## config.mk

```make
export PLATFORM = sky130hd
export DESIGN_NAME = demux2_buffered_rtl_flat
export DESIGN_NICKNAME = d
export VERILOG_FILES = /design/src/rtl/demux2_pkg.sv /design/src/rtl/demux2_buffered_rtl_if.sv /design/src/rtl/demux2_buffered_rtl_pipe_buf1.sv /design/src/rtl/demux2_buffered_rtl.sv /design/src/flat_wrapper.sv
export SDC_FILE = /design/constraint.sdc
export NUM_CORES = 1
export LEC_CHECK = 0
export BUFFER_PORTS_ARGS = -buffer_cell sky130_fd_sc_hd__buf_2
export CORE_ASPECT_RATIO = 0.9
export CORE_UTILIZATION = 39
export DETAILED_ROUTE_END_ITERATION = 6
export PLACE_DENSITY = 0.79
export SLEW_MARGIN = 5
export SYNTH_ARGS = -nofsm -noshare
export SYNTH_HDL_FRONTEND = slang
export SYNTH_HIERARCHICAL = 1
export SYNTH_SLANG_ARGS = --single-unit
```

## constraint.sdc

```tcl
create_clock -name clk -period 1.3 [get_ports clk]
set_input_delay 0.39 -clock clk [delete_from_list [all_inputs] [get_ports clk]]
set_output_delay 0.39 -clock clk [all_outputs]
set_load 0.005 [all_outputs]
```

## src/rtl/demux2_pkg.sv

```systemverilog
// Shared types for the buffered 2-way demux and its one-entry pipeline buffers.
package demux2_pkg;

    typedef enum logic {
        BUF_EMPTY = 1'b0,
        BUF_FULL  = 1'b1
    } buf_state_t;

endpackage

```

## src/rtl/demux2_buffered_rtl_if.sv

```systemverilog
// Valid/ready bundle for the buffered demux: one input stream, two output streams, two counters.
interface demux2_buffered_rtl_if #(
    parameter int unsigned p_nbits     = 32,
    parameter int unsigned p_cnt_nbits = 8
);
    logic                   in_val;
    logic                   in_rdy;
    logic                   in_sel;
    logic [p_nbits-1:0]     in_msg;
    logic                   out0_val;
    logic                   out0_rdy;
    logic [p_nbits-1:0]     out0_msg;
    logic                   out1_val;
    logic                   out1_rdy;
    logic [p_nbits-1:0]     out1_msg;
    logic [p_cnt_nbits-1:0] cnt0;
    logic [p_cnt_nbits-1:0] cnt1;

    // Producer/consumer side
    modport master (
        output in_val, in_sel, in_msg, out0_rdy, out1_rdy,
        input  in_rdy, out0_val, out0_msg, out1_val, out1_msg, cnt0, cnt1
    );

    // Demux side
    modport slave (
        input  in_val, in_sel, in_msg, out0_rdy, out1_rdy,
        output in_rdy, out0_val, out0_msg, out1_val, out1_msg, cnt0, cnt1
    );
endinterface

```

## src/rtl/demux2_buffered_rtl_pipe_buf1.sv

```systemverilog
// One-entry pipelined buffer: accepts when empty or when the consumer drains it the same cycle.
module pipe_buf1_rtl
    import demux2_pkg::*;
#(
    parameter int unsigned p_nbits = 32
) (
    input  logic               clk,
    input  logic               rst,
    input  logic               i_enq,
    input  logic [p_nbits-1:0] i_data,
    input  logic               i_rdy,
    output logic               o_val,
    output logic [p_nbits-1:0] o_data,
    output logic               o_can_acc
);

    buf_state_t         r_state;
    logic [p_nbits-1:0] r_data;
    logic               w_deq;

    assign w_deq     = (r_state == BUF_FULL) && i_rdy;
    assign o_val     = (r_state == BUF_FULL);
    assign o_data    = r_data;
    assign o_can_acc = (r_state == BUF_EMPTY) || i_rdy;

    // Enqueue while FULL is only possible when the consumer is ready, so it replaces the entry.
    always_ff @(posedge clk or posedge rst) begin
        if (rst) begin
            r_state <= BUF_EMPTY;
            r_data  <= '0;
        end else begin
            case (r_state)
                BUF_EMPTY: begin
                    if (i_enq) begin
                        r_state <= BUF_FULL;
                        r_data  <= i_data;
                    end
                end
                BUF_FULL: begin
                    if (i_enq) begin
                        r_data <= i_data;
                    end else if (w_deq) begin
                        r_state <= BUF_EMPTY;
                    end
                end
                default: r_state <= BUF_EMPTY;
            endcase
        end
    end

endmodule

```

## src/rtl/demux2_buffered_rtl.sv

```systemverilog
// Buffered 1:2 demux: steers each message by in_sel into a per-output one-entry buffer
// and counts deliveries on each output.
module demux2_buffered_rtl
    import demux2_pkg::*;
#(
    parameter int unsigned p_nbits     = 32,
    parameter int unsigned p_cnt_nbits = 8
) (
    input  logic                  clk,
    input  logic                  rst,
    demux2_buffered_rtl_if.slave  bus
);

    logic                   w_can_acc0;
    logic                   w_can_acc1;
    logic                   w_in_rdy;
    logic                   w_enq0;
    logic                   w_enq1;
    logic                   w_out0_val;
    logic                   w_out1_val;
    logic                   w_deq0;
    logic                   w_deq1;
    logic [p_cnt_nbits-1:0] r_cnt0;
    logic [p_cnt_nbits-1:0] r_cnt1;

    // Ready follows the selected buffer even when no message is offered.
    assign w_in_rdy = bus.in_sel ? w_can_acc1 : w_can_acc0;
    assign w_enq0   = bus.in_val && w_in_rdy && !bus.in_sel;
    assign w_enq1   = bus.in_val && w_in_rdy &&  bus.in_sel;
    assign w_deq0   = w_out0_val && bus.out0_rdy;
    assign w_deq1   = w_out1_val && bus.out1_rdy;

    assign bus.in_rdy   = w_in_rdy;
    assign bus.out0_val = w_out0_val;
    assign bus.out1_val = w_out1_val;
    assign bus.cnt0     = r_cnt0;
    assign bus.cnt1     = r_cnt1;

    pipe_buf1_rtl #(.p_nbits(p_nbits)) u_buf0 (
        .clk       (clk),
        .rst       (rst),
        .i_enq     (w_enq0),
        .i_data    (bus.in_msg),
        .i_rdy     (bus.out0_rdy),
        .o_val     (w_out0_val),
        .o_data    (bus.out0_msg),
        .o_can_acc (w_can_acc0)
    );

    pipe_buf1_rtl #(.p_nbits(p_nbits)) u_buf1 (
        .clk       (clk),
        .rst       (rst),
        .i_enq     (w_enq1),
        .i_data    (bus.in_msg),
        .i_rdy     (bus.out1_rdy),
        .o_val     (w_out1_val),
        .o_data    (bus.out1_msg),
        .o_can_acc (w_can_acc1)
    );

    // Delivery counters wrap naturally at 2^p_cnt_nbits.
    always_ff @(posedge clk or posedge rst) begin
        if (rst) begin
            r_cnt0 <= '0;
            r_cnt1 <= '0;
        end else begin
            if (w_deq0) r_cnt0 <= r_cnt0 + p_cnt_nbits'(1);
            if (w_deq1) r_cnt1 <= r_cnt1 + p_cnt_nbits'(1);
        end
    end

endmodule
```

## src/flat_wrapper.sv

```systemverilog
// flat-port wrapper written by rule: the top's interface ports become plain ports
module demux2_buffered_rtl_flat import demux2_pkg::*;
#(
    parameter int unsigned p_nbits     = 32,
    parameter int unsigned p_cnt_nbits = 8
)
  (clk, rst, bus_in_val, bus_in_sel, bus_in_msg, bus_out0_rdy, bus_out1_rdy, bus_in_rdy, bus_out0_val, bus_out0_msg, bus_out1_val, bus_out1_msg, bus_cnt0, bus_cnt1);
  demux2_buffered_rtl_if #(.p_nbits(p_nbits), .p_cnt_nbits(p_cnt_nbits)) bus_i ();
  input  logic clk;
  input  logic rst;
  input wire logic [$bits(bus_i.in_val)-1:0] bus_in_val;
  input wire logic [$bits(bus_i.in_sel)-1:0] bus_in_sel;
  input wire logic [$bits(bus_i.in_msg)-1:0] bus_in_msg;
  input wire logic [$bits(bus_i.out0_rdy)-1:0] bus_out0_rdy;
  input wire logic [$bits(bus_i.out1_rdy)-1:0] bus_out1_rdy;
  output wire logic [$bits(bus_i.in_rdy)-1:0] bus_in_rdy;
  output wire logic [$bits(bus_i.out0_val)-1:0] bus_out0_val;
  output wire logic [$bits(bus_i.out0_msg)-1:0] bus_out0_msg;
  output wire logic [$bits(bus_i.out1_val)-1:0] bus_out1_val;
  output wire logic [$bits(bus_i.out1_msg)-1:0] bus_out1_msg;
  output wire logic [$bits(bus_i.cnt0)-1:0] bus_cnt0;
  output wire logic [$bits(bus_i.cnt1)-1:0] bus_cnt1;
  assign bus_i.in_val = bus_in_val;
  assign bus_i.in_sel = bus_in_sel;
  assign bus_i.in_msg = bus_in_msg;
  assign bus_i.out0_rdy = bus_out0_rdy;
  assign bus_i.out1_rdy = bus_out1_rdy;
  assign bus_in_rdy = bus_i.in_rdy;
  assign bus_out0_val = bus_i.out0_val;
  assign bus_out0_msg = bus_i.out0_msg;
  assign bus_out1_val = bus_i.out1_val;
  assign bus_out1_msg = bus_i.out1_msg;
  assign bus_cnt0 = bus_i.cnt0;
  assign bus_cnt1 = bus_i.cnt1;
  demux2_buffered_rtl #(.p_nbits(p_nbits), .p_cnt_nbits(p_cnt_nbits)) u_core (.clk(clk), .rst(rst), .bus(bus_i));
endmodule
```

# Word level (Yosys, flattened, before mapping)
# Index checks and enable logic that the tools add are counted.
word_totals:
  reg_bits: 82
  latchBits: 0
  ram_bits: 0
  rom_bits: 0
  input_bits: 38
  memories: 0
classes:
  n_addsub: 2
  mul: 0
  div_mod_pow: 0
  magnitude_cmp: 0
  eq_ne: 0
  n_shift: 0
  muxes: 11
  bitwise_logic: 2
  n_reduce_logical: 8
op_table:
  columns: ["operator", "n"]
  rows:
  - ["$mux 32", 2]
  - ["$add 8x1->8 const B", 2]
  - ["$mux 1", 7]
  - ["$logic_and 1x1->1", 5]
  - ["$pmux 1 s2", 2]
  - ["$logic_or 1x1->1", 2]
  - ["$not 1->1", 2]
  - ["$logic_not 1->1", 1]

# Logic depth before layout (Yosys ltp)
# Gate-level depths: netlist of run 1.
logic_depth:
  depth_word: 7
  ltp_mapped: 5
  mapped_depth_nobuf: 4

# Hierarchy
# Netlist of run 1, hierarchy kept.
modules_own_cells:
  columns: ["module", "instances", "cells_per_inst", "area_per_inst_um2"]
  rows:
  - ["pipe_buf1_rtl", 2, 72, 1382.6]
  - ["demux2_buffered_rtl", 1, 59, 726.9]

# Worst setup path before layout of run 1
# No wires, ideal clock.
synth_timing:
  path_type: "input -> register"
  start: "input port bus_out0_rdy"
  end: "register u_core.u_buf0.r_data[0], in the netlist u_core/u_buf0/o_data[0]"
  arrival_time_ns: 1.278
  slack_ns: -0.104
  path_stages: 5
  n_path_buf: 2
  path_cell_list: "nand2b_1 -> and3b_1 -> buf_6 -> buf_12 -> mux2_4"
synth_via:
  elab_chain_cells: 4
synth_lines:
  columns: ["item", "line_no", "source"]
  rows:
  - ["start: declaration", "flat_wrapper.sv:14", "input wire logic [$bits(bus_i.out0_rdy)-1:0] bus_out0_rdy;"]
  - ["$logic_or 1x1->1", "demux2_buffered_rtl_pipe_buf1.sv:24", "assign o_can_acc = (r_state == BUF_EMPTY) || i_rdy;"]
  - ["$mux 1", "demux2_buffered_rtl.sv:27", "assign w_in_rdy = bus.in_sel ? w_can_acc1 : w_can_acc0;"]
  - ["$logic_and 1x1->1 (2 in series)", "demux2_buffered_rtl.sv:28", "assign w_enq0 = bus.in_val && w_in_rdy && !bus.in_sel;"]
  - ["net u_core.w_enq0", "demux2_buffered_rtl.sv:17", "logic w_enq0;"]
  - ["end signal: assignment", "demux2_buffered_rtl_pipe_buf1.sv:36", "r_data <= i_data;"]
  - ["end signal: assignment", "demux2_buffered_rtl_pipe_buf1.sv:41", "r_data <= i_data;"]
  - ["end: declaration", "demux2_buffered_rtl_pipe_buf1.sv:18", "logic [p_nbits-1:0] r_data;"]
# The timed path passes the listed nets, and every way through them passes these cells.
# A chain may end at the register's enable or synchronous reset.

# Worst setup path after layout of run 1
layout_timing:
  start: "register u_core.u_buf0.r_state, in the netlist u_core/u_buf0/o_val"
  end: "output port bus_in_rdy"
layout_via:
  elab_chain_cells: 3
layout_lines:
  columns: ["item", "line_no", "source"]
  rows:
  - ["start: declaration", "demux2_buffered_rtl_pipe_buf1.sv:17", "buf_state_t r_state;"]
  - ["start signal: assignment", "demux2_buffered_rtl_pipe_buf1.sv:29", "r_state <= BUF_EMPTY;"]
  - ["start signal: assignment", "demux2_buffered_rtl_pipe_buf1.sv:35", "r_state <= BUF_FULL;"]
  - ["start signal: assignment", "demux2_buffered_rtl_pipe_buf1.sv:43", "r_state <= BUF_EMPTY;"]
  - ["$not 1->1", null, null]
  - ["$logic_or 1x1->1", "demux2_buffered_rtl_pipe_buf1.sv:24", null]
  - ["net u_core.w_can_acc0", "demux2_buffered_rtl.sv:14", "logic w_can_acc0;"]
  - ["$mux 1", "demux2_buffered_rtl.sv:27", null]
  - ["end: declaration", "flat_wrapper.sv:16", "output wire logic [$bits(bus_i.in_rdy)-1:0] bus_in_rdy;"]
# The timed path passes the listed nets, and every way through them passes these cells.

==> metrics.md, run 1 <==
| Metric | Value |
|---|---|
| Status | finished, violations left |
| Failing checks | setup timing |
| Cell Area, Synth | 3490 µm² |
| Dpl ws | -0.266 ns |
| Seq/Total Area, Yosys | 58.8% |
| Fin nets | 426 |
| Sequential share of power | 45.4% |
| Final number of max-transition violations | 0 |
| Gr usage total | 18.0% |
| Setup TNS | -8.78 ns |
| Vias per inst | 4.45 |
| CTS root buf | clkbuf_8 |
| Largest family of logic cells by synthesized area | multiplexers |
| HP Class | in2async |
| Worst vdd ir | 0.857 mV |
| Wirelength per Cell | 15.7 µm |
| Initial DRC Count | 35 |
| Clk_lat worst skew | 0.34 ns |
| Num ports | 121 |
| Post-layout util | 57.2% |
| Combinational power share | 30.8% |
| Yosys cell types | 21 |
| Initial antenna violation count | 0 |
| Setup violators final | 67 |
| Mux share of post-synthesis cell area | 27.8% |
| First-pass GRT wire length | 12,600 µm |
| Syn nets | 243 |
| Synthesis Warnings | 6 |
| Clk network pwr share | 23.8% |
| Row count | 32 |
| Die Width | 102 µm |
| Number of CTS-inserted buffers | 9 |
| Hold_ws | 0.0673 ns |
| Clk buf depth | 2 |
| Synth Register Bits | 82 |
| Gr ovfl total | 0 |
| CTS H-tree depth | 3 |
| Vias in the first global route | 2,414 |
| ANT nets after route | 0 |
| Core Box Area | 8650 µm² |
| Vias | 2,270 |
| Clock-pin slew on the worst setup and hold paths | 0.08 ns |
| Net Sw Power | 2.03 mW |
| GP Congestion | 0.802 |
| Total internal power | 5.41 mW |
| DRC viols | 0 |
| Crit Path Max Fanout | 3 |
| DP HPWL | 5300 µm |
| Layout cell share with drive strength beyond 1 | 69.6% |
| Final hold violations | 0 |
| Share of the synthesized area in the top cell type | 58.8% |
| Post-synthesis instance total | 203 |
| Die Y | 91.8 µm |
| Hold-fix buffers, CTS | 0 |
| Full die area | 9340 µm² |
| Compound-Gate Fraction of Synth Area | 0% |
| CTS tree | built |
| Port bufs | 120 |
| Synth Area in XOR/XNOR | 3.51% |
| Slew HR | 80.9% |
| Drt pass-1 iters | 4 |
| Final wirelength | 8010 µm |
| CTS sink count | 82 |
| Worst slew pin tran | 0.286 ns |
| Critical Path AT | 1.19 ns |
| Leakage power | 2.54 nW |
| Fmax | 634 MHz |
| Worst setup EP type | output port |
| Largest net degree at the start of global routing | 22 |
| Mean Syn Cell Area | 17.2 µm² |
| Final WS setup | -0.278 ns |
| Final period util | 121% |
| Initial Util | 40.4% |
| CP required | 0.91 ns |
| Min cycle time layout | 1.58 ns |
| RSZ-0062 raised after global routing | yes |
| Layout area overhead | 41.7% |
| Sw frac | 27.3% |
| Power Density | 1500 nW/µm² |
| Post-Synth Adder-Cell Area | 0.717% |
| Synth top area cells | dfrtp_1 59%, mux2_4 25%, buf_12 3.4%, xnor2_1 3.0%, mux2_2 2.9% |
| Placed Instance Area | 4320 µm² |
| Simple-gate share of the synthesized area | 4.77% |
| Final instance area | 4950 µm² |
| Setup Skew | 0.00646 ns |
| Max Cap Viol | 0 |
| Crit path kind | reg2out |
| Area leader, netlist | dfrtp_1 |
| Antenna cell count | 0 |
| Startpoint Class | flip-flop |
## per-stage QoR
| stage | std cells | power (mW) |
|---|---|---|
| after floorplan | 203 | 4.43 |
| after global placement | 452 | 5.16 |
| after detailed placement | 452 | 5.26 |
| after CTS | 491 | 7.39 |
| after global routing | 510 | 7.89 |
| final | 510 | 7.44 |
## cell usage after synthesis (all sizes together)
library cell,instances
and3,3
and3b,1
and4,3
buf,8
dfrtp,82
ha,2
inv,3
mux2,67
nand2,8
nand2b,4
nand3,2
nand4,4
nor2,1
nor3,1
xnor2,12
xor2,2
## state kept, by name, indices dropped and copies added (netlist names)
name,flops
u_core/u_buf1/o_val,1
u_core/u_buf0/o_val,1
u_core/bus.cnt0,8
u_core/u_buf1/o_data,32
u_core/u_buf0/o_data,32
u_core/bus.cnt1,8
## worst max-delay path, cell delays in order (launching register included)
cell and delay (ns):
dfrtp_2 0.39, nand2b_4 0.07, mux2_4 0.27, buf_6 0.12
## what timing repair did
item	in CTS	in global routing
gates cloned	2	0
setup buffers	21	23
setup endpoints to repair	80	94
gates resized for setup	18	8
pin swaps	1	0
## worst paths after layout
| check | depth (start not counted) | endpoint | slack, ns | start |
|---|---|---|---|---|
| worst max-delay path | 3 | bus_in_rdy | -0.28 | u_core/u_buf0/o_val |
| worst min-delay path | 3 | u_core/bus.cnt1[0] | 0.07 | rst |
| worst min register to register | 1 | u_core/bus.cnt1[7] | 0.46 | u_core/bus.cnt1[7] |
| worst max register to register | 5 | u_core/u_buf0/o_data[25] | -0.17 | u_core/u_buf0/o_val |
| min in group clk | 2 | u_core/u_buf0/o_data[2] | 0.29 | bus_in_msg[2] |
| max in group asynchronous | 3 | u_core/u_buf1/o_data[30] | 0.95 | rst |
## layout by cell type (no fill, tap or decap)
master	netlist	layout
dfrtp_2	0	2
clkbuf_1	0	2
and4_4	1	1
nor3_2	1	1
xnor2_1	12	12
and4_2	1	1
and3_4	0	1
nand2b_1	4	1
buf_2	0	118
ha_1	2	2
nand4_1	4	4
nand3_2	1	1
nand3_1	1	1
inv_1	3	3
buf_6	2	5
dfrtp_1	82	80
nand2b_4	0	3
buf_8	0	4
mux2_4	58	65
clkinv_2	0	2
and3_1	3	2
mux2_2	9	2
bufinv_16	0	1
nand2_1	8	8
buf_12	6	8
nor2_1	1	1
clkinvlp_4	0	2
buf_4	0	45
xor2_1	2	2
and4_1	1	1
and3b_2	0	1
clkbuf_8	0	9
## power by group through the flow
stage | Sequential (mW) | Combinational (mW) | Clock, mW
finish | 3.37 | 2.29 | 1.77
global route | 3.43 | 2.49 | 1.97
CTS | 3.38 | 2.17 | 1.85
detailed placement | 3.50 | 1.76 | 0
global placement | 3.49 | 1.68 | 0
floorplan | 3.51 | 0.922 | 0
## metal layers
layer / routed length [µm] / global-route usage, % / vias up
met1: 3480 / 22.9 / 1121
li1: - / - / 1069
met4: 79 / 5.43 / 0
met2: 4010 / 30.0 / 71
met3: 442 / 4.73 / 9
met5: 0 / 0 / -
## kinds of logic after synthesis
kind of cell,Yosys count
xor+xnor,14
fa+ha+maj,2
buf+inv,11
flops,82
mux,67
simple gates,27
## cell type report
type / count / area [µm²]
Timing Repair Buffer: 180 / 1200
Sequential cell: 82 / 2050
Tap cell: 119 / 149
Fill cell: 714 / 3700
Inverter: 3 / 11.3
Clock buffer: 11 / 131
Multi-Input combinational cell: 110 / 1340
Clock inverter: 5 / 55.1
No activity file was read; power rests on OpenSTA's default activity.
==> run 2: changes to the inputs <==
- CORE_MARGIN: not set -> 2
- CTS_CLUSTER_DIAMETER: not set -> 200
- SKIP_CTS_REPAIR_TIMING: not set -> 1
==> metrics.md, run 2 (synthesized netlist as in run 1, its figures left out) <==
| Metric | Value |
|---|---|
| Status | finished, violations left |
| Failing checks | setup timing |
| Die Width | 104 µm (+2.0%) |
| Final hold violations | 0 (unchanged) |
| CTS sink count | 82 (unchanged) |
| Fmax | 631 MHz (-0.48%) |
| Clock-pin slew on the worst setup and hold paths | 0.08 ns (about the same) |
| Setup violators final | 70 (+4.5%) |
| Power Density | 1580 nW/µm² (+5.0%) |
| Die Y | 93.8 µm (+2.2%) |
| Layout cell share with drive strength beyond 1 | 71.3% (+1.8 points) |
| HP Class | in2async |
| Layout area overhead | 46.9% |
| Final instance area | 5130 µm² (+3.7%) |
| Initial Util | 40.4% (unchanged) |
| Final WS setup | -0.286 ns (-0.00754 ns) |
| Row count | 32 (unchanged) |
| Crit path kind | reg2out |
| Worst setup EP type | output port |
| Vias in the first global route | 2,281 (-5.5%) |
| RSZ-0062 raised after global routing | yes |
| Port bufs | 120 (unchanged) |
| CTS H-tree depth | 3 (unchanged) |
| Critical Path AT | 1.20 ns (about the same) |
| CTS tree | built |
| Full die area | 9730 µm² (+4.2%) |
| Initial antenna violation count | 0 (unchanged) |
| First-pass GRT wire length | 12,000 µm (-4.7%) |
| Gr usage total | 15.9% (-2.2 points) |
| Largest net degree at the start of global routing | 19 (-14%) |
| Placed Instance Area | 4260 µm² (-1.3%) |
| Startpoint Class | flip-flop |
| Final period util | 122% (+0.58 points) |
| Worst vdd ir | 1.31 mV (+53%) |
| Setup Skew | 0.00559 ns (-0.000871 ns) |
| Clk_lat worst skew | 0.34 ns (about the same) |
| Number of CTS-inserted buffers | 9 (unchanged) |
| Max Cap Viol | 0 (unchanged) |
| Wirelength per Cell | 16.1 µm (+2.6%) |
| Setup TNS | -7.30 ns (+1.48 ns) |
| Most frequent cells in the layout | 117 x buf_2, 77 x dfrtp_1, 65 x mux2_4, 56 x buf_4, 12 x xnor2_1 |
| ANT nets after route | 0 (unchanged) |
| Min cycle time layout | 1.59 ns (+0.00754 ns) |
| Vias per inst | 4.52 (+1.4%) |
| Initial DRC Count | 47 (+34%) |
| Final wirelength | 8370 µm (+4.6%) |
| CP required | 0.91 ns (about the same) |
| Leakage power | 2.63 nW (+3.7%) |
| Fin nets | 436 (+2.3%) |
| Layout fillers | 699 (-2.1%) |
| Most common cell after layout, fill and taps aside | buf_2 |
| CTS root buf | clkbuf_8 |
| Worst slew pin tran | 0.263 ns (-0.0230 ns) |
| DP HPWL | 5200 µm (-1.8%) |
| Dpl ws | -0.266 ns (+0.000709 ns) |
| Drt pass-1 iters | 4 (unchanged) |
| Core Box Area | 8650 µm² (unchanged) |
| GP Congestion | 0.711 (-11%) |
| Num ports | 121 (unchanged) |
| Crit Path Max Fanout | 3 (unchanged) |
| Clk buf depth | 2 (unchanged) |
| Gr ovfl total | 0 (unchanged) |
| Vias | 2,348 (+3.4%) |
| Slew HR | 82.5% (+1.5 points) |
| DRC viols | 0 (unchanged) |
| Final number of max-transition violations | 0 (unchanged) |
| Antenna cell count | 0 (unchanged) |
## run 2: power by group
| part | switching, mW | leakage, nW | internal (mW) |
|---|---|---|---|
| combinational | 0.829 | 1.54 | 1.62 |
| clock | 0.933 | 0.117 | 1.28 |
| sequential | 0.358 | 0.978 | 3.08 |
## run 2: final timing paths
| kind | depth (start not counted) | startpoint | to | slack [ns] |
|---|---|---|---|---|
| max | 3 | u_core/u_buf0/o_val | bus_in_rdy | -0.29 |
| min | 3 | rst | u_core/bus.cnt1[0] | 0.06 |
| max reg2reg | 5 | u_core/u_buf0/o_val | u_core/u_buf0/o_data[16] | -0.14 |
| min reg2reg | 1 | u_core/bus.cnt0[6] | u_core/bus.cnt0[6] | 0.49 |
| max in group asynchronous | 3 | rst | u_core/u_buf0/o_val | 0.97 |
| min in group clk | 2 | bus_in_msg[31] | u_core/u_buf1/o_data[31] | 0.29 |
## run 2: routing by layer
metal	track usage, %	vias to the layer above	routed length, µm
li1	-	1092	-
met5	0	-	0
met1	21.3	1167	3700
met3	5.55	8	477
met4	4.73	0	65
met2	24.6	81	4130
## run 2: critical path: stages (launching register included)
cell,delay [ns]
dfrtp_2,0.40
nand2b_4,0.06
mux2_4,0.27
buf_6,0.12
## run 2: area by class of cell
cell class | count | area, µm² | share of cell area, %
Clock buffer | 10 | 128 | 2.49
Clock inverter | 6 | 115 | 2.24
Inverter | 3 | 11.3 | 0.220
Multi-Input combinational cell | 110 | 1340 | 26.1
Sequential cell | 82 | 2060 | 40.1
Tap cell | 119 | 149 | 2.90
Timing Repair Buffer | 190 | 1330 | 25.9
## run 2: through the flow
stage	cells	utilization (%)	total power, mW	hold slack [ns]
after floorplan	203	-	4.43	0.304
after global placement	446	49.2	5.14	0.435
after detailed placement	446	49.2	5.24	0.436
after CTS	462	52.1	7.50	0.0458
after global routing	520	59.3	8.55	0.0804
final	520	59.3	8.10	0.0640
